File: config.mk
export PLATFORM = sky130hd
export DESIGN_NAME = uart_frame_parser
export DESIGN_NICKNAME = d
export VERILOG_FILES = /design/src/rtl/p3_pkg.sv /design/src/rtl/timeout_counter.sv /design/src/rtl/uart_frame_parser.sv
export SDC_FILE = /design/constraint.sdc
export NUM_CORES = 1
export LEC_CHECK = 0
export CORE_MARGIN = 5
export CORE_UTILIZATION = 49
export DETAILED_ROUTE_END_ITERATION = 6
export PLACE_DENSITY = 0.82
export SYNTH_ARGS = -nofsm -noshare
export SYNTH_HDL_FRONTEND = slang
export SYNTH_SLANG_ARGS = --single-unit
export TNS_END_PERCENT = 30
File: constraint.sdc
create_clock -name clk -period 1.9 [get_ports clk]
set_input_delay 0.57 -clock clk [delete_from_list [all_inputs] [get_ports clk]]
set_output_delay 0.57 -clock clk [all_outputs]
set_load 0.01 [all_outputs]
File: src/rtl/p3_pkg.sv
// ============================================================================
//  Module   : p3_pkg
//  Brief    : Shared constants, command codes and parser state encoding.
//  Revision : 1.0 - initial release
// ============================================================================
`default_nettype none

package p3_pkg;

   localparam logic [7:0] SOF       = 8'hFE;
   localparam logic [7:0] EOF       = 8'hEF;

   localparam logic [7:0] CMD_SIZE  = 8'h01;
   localparam logic [7:0] CMD_START = 8'h03;
   localparam logic [7:0] CMD_LOAD  = 8'h04;

   typedef enum logic [2:0] {
      ST_IDLE    = 3'd0,
      ST_LEN     = 3'd1,
      ST_CMD     = 3'd2,
      ST_PAYLOAD = 3'd3,
      ST_EOFCHK  = 3'd4
   } parser_state_t;

endpackage

`default_nettype wire

File: src/rtl/timeout_counter.sv
// ============================================================================
//  Module   : timeout_counter
//  Brief    : Idle-cycle counter that saturates at LIMIT and flags it.
//  Revision : 1.0 - initial release
// ============================================================================
`default_nettype none

module timeout_counter #(
   parameter int LIMIT = 20000
) (
   input  logic clk,
   input  logic rst_n,
   input  logic i_clear,
   input  logic i_enable,
   output logic o_limit
);

   localparam int CW = $clog2(LIMIT + 1);

   logic [CW-1:0] r_count;
   logic          w_at_limit;

   assign w_at_limit = (r_count == CW'(LIMIT));
   assign o_limit    = w_at_limit;

   always_ff @(posedge clk or negedge rst_n) begin
      if (!rst_n) begin
         r_count <= '0;
      end else if (i_clear) begin
         r_count <= '0;
      end else if (i_enable && !w_at_limit) begin
         r_count <= r_count + CW'(1);
      end
   end

endmodule

`default_nettype wire

File: src/rtl/uart_frame_parser.sv
// ============================================================================
//  Module   : uart_frame_parser
//  Brief    : Validates FE <len> <cmd> <payload..> EF frames from the UART RX.
//  Revision : 1.0 - initial release
// ============================================================================
`default_nettype none

module uart_frame_parser
   import p3_pkg::*;
#(
   parameter int WORD_LENGTH    = 8,
   parameter int TIMEOUT_CYCLES = 20000
) (
   input  logic                   clk,
   input  logic                   reset,
   input  logic [WORD_LENGTH-1:0] rx_data,
   input  logic                   rx_valid,
   input  logic                   rx_err,
   output logic [WORD_LENGTH-1:0] cmd,
   output logic                   cmd_valid,
   output logic [WORD_LENGTH-1:0] payload_data,
   output logic                   payload_valid,
   output logic [WORD_LENGTH-1:0] payload_index,
   output logic                   frame_done,
   output logic                   frame_err
);

   parser_state_t          r_state, w_state;
   logic [WORD_LENGTH-1:0] r_len, w_len;
   logic [WORD_LENGTH-1:0] r_pcnt, w_pcnt;
   logic [WORD_LENGTH-1:0] r_cmd, w_cmd;
   logic [WORD_LENGTH-1:0] r_pdata, w_pdata;
   logic [WORD_LENGTH-1:0] r_pidx, w_pidx;
   logic                   r_cmd_valid, w_cmd_valid;
   logic                   r_pvalid, w_pvalid;
   logic                   r_done, w_done;
   logic                   r_err, w_err;
   logic                   w_timeout;
   logic                   w_in_frame;
   logic                   w_last_payload;

   assign w_in_frame     = (r_state != ST_IDLE);
   assign w_last_payload = ((r_pcnt + WORD_LENGTH'(1)) == (r_len - WORD_LENGTH'(2)));

   // Counter is held at zero while idle so every frame starts with a fresh budget.
   timeout_counter #(
      .LIMIT (TIMEOUT_CYCLES)
   ) u_timeout (
      .clk      (clk),
      .rst_n    (reset),
      .i_clear  (rx_valid || !w_in_frame),
      .i_enable (w_in_frame),
      .o_limit  (w_timeout)
   );

   always_ff @(posedge clk or negedge reset) begin
      if (!reset) begin
         r_state     <= ST_IDLE;
         r_len       <= '0;
         r_pcnt      <= '0;
         r_cmd       <= '0;
         r_pdata     <= '0;
         r_pidx      <= '0;
         r_cmd_valid <= 1'b0;
         r_pvalid    <= 1'b0;
         r_done      <= 1'b0;
         r_err       <= 1'b0;
      end else begin
         r_state     <= w_state;
         r_len       <= w_len;
         r_pcnt      <= w_pcnt;
         r_cmd       <= w_cmd;
         r_pdata     <= w_pdata;
         r_pidx      <= w_pidx;
         r_cmd_valid <= w_cmd_valid;
         r_pvalid    <= w_pvalid;
         r_done      <= w_done;
         r_err       <= w_err;
      end
   end

   always_comb begin
      w_state     = r_state;
      w_len       = r_len;
      w_pcnt      = r_pcnt;
      w_cmd       = r_cmd;
      w_pdata     = r_pdata;
      w_pidx      = r_pidx;
      w_cmd_valid = 1'b0;
      w_pvalid    = 1'b0;
      w_done      = 1'b0;
      w_err       = 1'b0;

      // A byte arriving on the limit cycle takes priority over the timeout.
      if (rx_valid) begin
         if (rx_err) begin
            if (w_in_frame) begin
               w_err   = 1'b1;
               w_state = ST_IDLE;
            end
         end else begin
            case (r_state)
               ST_IDLE: begin
                  if (rx_data == SOF) w_state = ST_LEN;
               end
               ST_LEN: begin
                  w_len = rx_data;
                  if (rx_data < WORD_LENGTH'(2)) begin
                     w_err   = 1'b1;
                     w_state = ST_IDLE;
                  end else begin
                     w_pcnt  = '0;
                     w_pidx  = '0;
                     w_state = ST_CMD;
                  end
               end
               ST_CMD: begin
                  w_cmd       = rx_data;
                  w_cmd_valid = 1'b1;
                  w_state     = (r_len == WORD_LENGTH'(2)) ? ST_EOFCHK : ST_PAYLOAD;
               end
               ST_PAYLOAD: begin
                  w_pdata  = rx_data;
                  w_pidx   = r_pcnt;
                  w_pvalid = 1'b1;
                  w_pcnt   = r_pcnt + WORD_LENGTH'(1);
                  if (w_last_payload) w_state = ST_EOFCHK;
               end
               ST_EOFCHK: begin
                  w_done  = (rx_data == EOF);
                  w_err   = (rx_data != EOF);
                  w_state = ST_IDLE;
               end
               default: w_state = ST_IDLE;
            endcase
         end
      end else if (w_timeout && w_in_frame) begin
         w_err   = 1'b1;
         w_state = ST_IDLE;
      end
   end

   assign cmd           = r_cmd;
   assign cmd_valid     = r_cmd_valid;
   assign payload_data  = r_pdata;
   assign payload_valid = r_pvalid;
   assign payload_index = r_pidx;
   assign frame_done    = r_done;
   assign frame_err     = r_err;

endmodule

`default_nettype wire

* Word level (Yosys, flattened, before mapping)
Cells that the tools add are included.
Word-level totals: bits of input ports 12, bits in registers 62, output and inout port bits 28
Operators by class: add/subtract/negate cells 3, reduce and logical (&&, ||, !) cells 15, $lt $le $gt $ge 1, bitwise gates (word level) 1, equality and inequality tests 14, muxes and demuxes 29
Operators by type and width (count):
- $pmux W8 S2 | 2
- $mux W15 | 2
- $mux W3 | 7
- $eq A8 B8 Y1 const B | 2
- $add A15 B1 Y15 const B | 1
- $eq A15 B15 Y1 const B | 1
- $mux W1 | 14
- $pmux W3 S4 | 1
- $reduce_and A3 Y1 | 3
- $add A8 B1 Y8 const B | 1
- $eq A8 B2 Y1 const B | 1
- $eq A8 B8 Y1 | 1
- $lt A8 B2 Y1 const B | 1
- $mux W8 | 1
- $ne A4 B4 Y1 const B | 2
- $ne A8 B8 Y1 const B | 1
- $reduce_and A4 Y1 | 2
- $sub A8 B2 Y8 const B | 1
- $eq A3 B2 Y1 const B | 2
- $reduce_bool A2 Y1 | 3
- $eq A3 B1 Y1 const B | 1
- $eq A3 B3 Y1 const B | 1
- $logic_not A3 Y1 | 1
- $ne A3 B2 Y1 const B | 1
- other kinds (8) | 10

* Depth between registers and ports, before layout
Gate-level depths: netlist (run 1).
word-level depth 6, mapped depth 8, gate-level depth less buffers 8

* Modules after synthesis
A second synthesis (run 1) with hierarchy kept.
Unflattened totals: cells, all modules 296, area total of the unflattened synthesis 3062.9 µm²
Modules (own cells, without submodules):
- uart_frame_parser | cells each 211, times used 1, sequential area each 1176.1 µm², area an instance 2227.1 µm²
- timeout_counter | cells each 85, times used 1, sequential area each 375.4 µm², area an instance 835.8 µm²

* Least setup slack after synthesis (run 1)
Ideal clock, no wire load.
path kind in2reg, start in rx_err, end reg r_cmd[0], in the netlist cmd[0], slack 71 ps, buffers on the path 0, data arrival time 1704 ps, library setup time 125 ps, data required time 1775 ps, cell stages on the path 5, path through nand2b_1 -> nor2_2 -> nand2_1 -> nor2_2 -> mux2_2
On the way: cells in the longest elaborated chain, start to end 2
Ends and longest elaborated chain:
- from (decl) | line uart_frame_parser.sv:18 | input logic rx_err,
- $not A1 Y1 (no line)
- $reduce_and A3 Y1 (no line)
- to (signal assigned) | line uart_frame_parser.sv:72 | r_cmd <= w_cmd;
- to (decl) | line uart_frame_parser.sv:31 | logic [WORD_LENGTH-1:0] r_cmd, w_cmd;
Every way passes these cells. A chain may end at the register's enable or synchronous reset.

* Worst setup path in the final report (run 1)
start reg r_len[3], end reg r_state[1]
On the way: cells in the longest elaborated chain, start to end 5, elaborated cells between the ends (all ways) 9, those cells by class add/sub: 1; eq/ne: 3; mux: 4; reduce/logical: 1
Ends and longest elaborated chain:
- from (decl) | line uart_frame_parser.sv:29 | logic [WORD_LENGTH-1:0] r_len, w_len;
- from (signal assigned) | line uart_frame_parser.sv:70 | r_len <= w_len;
- parallel branches: the longest is 5 deep, another holds $sub A8 B2 Y8
- to (signal assigned) | line uart_frame_parser.sv:69 | r_state <= w_state;
- to (decl) | line uart_frame_parser.sv:28 | parser_state_t r_state, w_state;
Several ways; the timed one is not identified.

==> PnR_summary.wiki, run 1 <==
{| class="wikitable"
! Metric !! Value
|-
| GR Util All Layers || 0.194
|-
| First drt pass iteration count || 4
|-
| Synth warnings || 0
|-
| Diode count || 0
|-
| Fraction of final layout cells sized beyond drive strength 1 || 0.257
|-
| Net count of the mapped netlist || 307
|-
| Remaining antenna violation count after routing || 0
|-
| Register-to-Register Path Depth || 5
|-
| Unrepaired setup endpoints after global routing || yes
|-
| Skew-Pair Late Insertion Delay || approximately 0.35 ns
|-
| Total congestion overflow || 0
|-
| Minimum clock period after layout || about 1.8 ns
|-
| Gate Count Post-Synth || about 290
|-
| Reg2reg end || r_state[1]
|-
| Effective utilization at floorplan || 0.505
|-
| DRC viols || 0
|-
| Setup ws final || 0.0522 ns
|-
| Worst R2R Setup Slack || around 0.052 ns
|-
| Final Skew || roughly 0.0076 ns
|-
| Number of global-route vias before repair || ~2500
|-
| Cell Count, Final, Fillers Out || between 400 and 500
|-
| Clk slew on worst S/H paths || around 0.070 ns
|-
| Pre-CTS setup slack || -0.360 ns
|-
| Clk Tree Root Cell || sky130_fd_sc_hd__clkbuf_8
|-
| 1st-iter DRT viols || 113
|-
| Hold Path Class || primary input to async pin
|-
| Commonest cells after routing, fill and taps aside || sky130_fd_sc_hd__dfrtp_1, sky130_fd_sc_hd__nand2_1, sky130_fd_sc_hd__clkdlybuf4s50_1, sky130_fd_sc_hd__buf_4, sky130_fd_sc_hd__nor2_1
|-
| Total number of vias || around 2400
|-
| Leakage power of the design || around 1.8 nW
|-
| Buffers plus inverters on the worst setup path || 0
|-
| Result of the run || finished, final reports clean
|-
| Crit start category || register
|-
| Ratio of routed vias to standard cells || between 5 and 6
|-
| Area Growth Syn to Fin || 35.5%
|-
| Total Wirelength || roughly 6700 um
|-
| TritonCTS clock tree || built
|-
| Height of the chip || 88.3 um
|-
| CP Data Required Time || roughly 2.1 ns
|-
| Clock buffers created by TritonCTS || 9
|-
| Min Hold Slack || 0.229 ns
|-
| Maximum net fanout on the critical path || 6
|-
| Maximum buffer depth of the clock tree || 2
|-
| Areal power density over the cells || approximately 1200 nW/um^2
|-
| Share of the clock period used by the worst path after layout || 0.973
|-
| Initial antenna violation count || 0
|-
| Total of max-cap violations || 0
|-
| Kind of cell adding the most delay to the critical path || simple AND/OR/NAND/NOR gates
|-
| Post-synthesis cell type count || 46
|-
| Arrival time at the worst endpoint || approximately 2.1 ns
|-
| Site row count || 28
|-
| Peak ir drop on the vdd network || between 800 and 900 uV
|-
| Max_slew headroom || 0.730
|-
| Post-Syn Area per Cell || between 10 and 15 um^2
|-
| Input/output buffers || 39
|-
| Placement-stage cell area || approximately 3800 um^2
|-
| Post-Route Utilization || 0.684
|-
| Slew at the pin closest to its max-slew limit || around 0.4 ns
|-
| Setup TNS after final layout || 0 ns
|-
| #FFs+latches synth || 62
|-
| Routed wire length per instance || roughly 15 um
|-
| Die footprint || between 7000 and 8000 um^2
|-
| Number of H-tree branching levels || 3
|-
| Critical path type || register to register
|-
| Netlist Area Pre-Place || ~3000 um^2
|-
| Placed cell count || between 400 and 500
|-
| Final-report max-slew violation count || 0
|-
| Setup-failing EPs final || 0
|-
| Series of cell instances along the critical path || or4_4 > nor4b_4 > nor3b_1 > o21ai_1 > nand3_2
|-
| Sequential fraction of the synthesis area || 0.516
|-
| RR Startpoint || r_len[3]
|-
| Maximum clock frequency || around 540 MHz
|-
| Post-detailed-placement half-perimeter wirelength || 4770 um
|-
| Setup crit end kind || register
|-
| Clk sinks || between 60 and 70
|-
| Post-Layout Inst Area || ~4100 um^2
|-
| Floorplan core area || ~6000 um^2
|-
| Top-Level Pins || 40
|-
| Slowest stage cell, crit path || sky130_fd_sc_hd__or4_4
|-
| First-pass GRT wire length || 11700 um
|-
| Count of endpoints failing hold in the final timing report || 0
|-
| Delay of the slowest cell on the worst path || slightly below 0.6 ns
|-
| Die Wd || around 90 um
|-
| Number of enable flip-flop cells after synthesis || 0
|-
| Flip-flop cell with the highest count after synthesis || sky130_fd_sc_hd__dfrtp_1
|-
| Most common library cell in the layout ignoring fill and taps || sky130_fd_sc_hd__dfrtp_1
|-
| Maximum number of pins on one net before global-route repair || 63
|-
| Gp weighted congestion || 0.832
|-
| Total Power Consumption || 5.05 mW
|-
| Fraction of synthesis flops using an asynchronous set or reset pin || 1.00
|-
| Fin nets || just under 400
|}
cells by family after synthesis:
group / after synthesis / share of synthesized area
xor+xnor: 29 / 0.0845
simple gates: 127 / 0.219
fa+ha+maj: 4 / 0.0167
mux: 15 / 0.0558
buf+inv: 17 / 0.0229
compound gates: 37 / 0.0849
flops: 62 / 0.516
sequential cells by signal (all words and copies together), names as in the netlist:
name               flops
frame_err              1
payload_index          8
r_len                  8
u_timeout.r_count     15
r_state                3
payload_data           8
frame_done             1
cmd                    8
r_pcnt                 8
payload_valid          1
cmd_valid              1
cell type report:
cell class	instances	area, um^2
clock inverters	6	85.1
inverters	8	30.0
clock buffers	10	138
multi-input cells	212	1440
repair buffers	80	734
flip-flops and latches	62	1550
well taps	75	93.8
fillers	455	1880
what timing repair did:
action	CTS	global route
gates resized for setup	7	12
pin swaps	5	5
buffers inserted	0	1
setup endpoints to repair	3	21
hold buffers	0	0
endpoints found under the hold margin	0	0
worst max-delay path by stage:
| stage | start | to | slack [ns] | depth (start not counted) |
|---|---|---|---|---|
| 4_1_cts | r_len[2] | r_state[1] | -0.006 | 10 |
| 6_report | r_len[3] | r_state[1] | 0.05 | 5 |
| 5_1_grt | r_len[1] | r_state[1] | -0.06 | 9 |
| 3_3_place_gp | rx_valid | cmd[0] | -0.30 | 7 |
| 3_5_place_dp | rx_valid | cmd[3] | -0.36 | 7 |
| 2_1_floorplan | rx_err | cmd[0] | 0.07 | 5 |
cells in the mapped netlist, types with 6 or more instances:
library cell               n  area share
sky130_fd_sc_hd__dfrtp_1  62        0.52
sky130_fd_sc_hd__xor2_1   11       0.032
sky130_fd_sc_hd__mux2_2   14       0.052
sky130_fd_sc_hd__nand3_1   9       0.015
sky130_fd_sc_hd__nand2_1  51       0.064
sky130_fd_sc_hd__inv_1     7      0.0087
sky130_fd_sc_hd__nor2_1   27       0.034
sky130_fd_sc_hd__a22o_1    9       0.026
sky130_fd_sc_hd__a21oi_1   6       0.010
sky130_fd_sc_hd__xnor2_1  18       0.052
sky130_fd_sc_hd__o21ai_0  11       0.018
report_power, final:
group,internal [mW],total (mW),leakage (nW),switching (mW)
combinational,1.07,1.90,0.905,0.834
sequential,1.61,1.85,0.828,0.232
clock,0.769,1.29,0.108,0.526
total,3.45,5.05,1.84,1.59
worst register-to-register path, cell delays in order (launching register included):
cell                      delay, ns
sky130_fd_sc_hd__dfrtp_1       0.45
sky130_fd_sc_hd__or4_4         0.59
sky130_fd_sc_hd__nor4b_4       0.31
sky130_fd_sc_hd__nor3b_1       0.11
sky130_fd_sc_hd__o21ai_1       0.17
sky130_fd_sc_hd__nand3_2       0.10
routing by layer:
metal	vias to the layer above	share of wire	global-route usage
met5	-	0	0
met4	0	0.024	0.0879
met3	14	0.046	0.0466
met2	55	0.50	0.322
met1	1162	0.43	0.242
li1	1156	-	-
No activity file was read; power rests on OpenSTA's default activity.
==> run 2, diff against run 1 <==
--- a/config.mk
+++ b/config.mk
@@ -8,6 +8,7 @@
 export CORE_MARGIN = 5
 export CORE_UTILIZATION = 49
 export DETAILED_ROUTE_END_ITERATION = 6
+export HOLD_SLACK_MARGIN = 0.15
 export PLACE_DENSITY = 0.82
 export SYNTH_ARGS = -nofsm -noshare
 export SYNTH_HDL_FRONTEND = slang
==> results of run 2 <==
The final DEF is identical to that of run 1; final timing and power are the same.
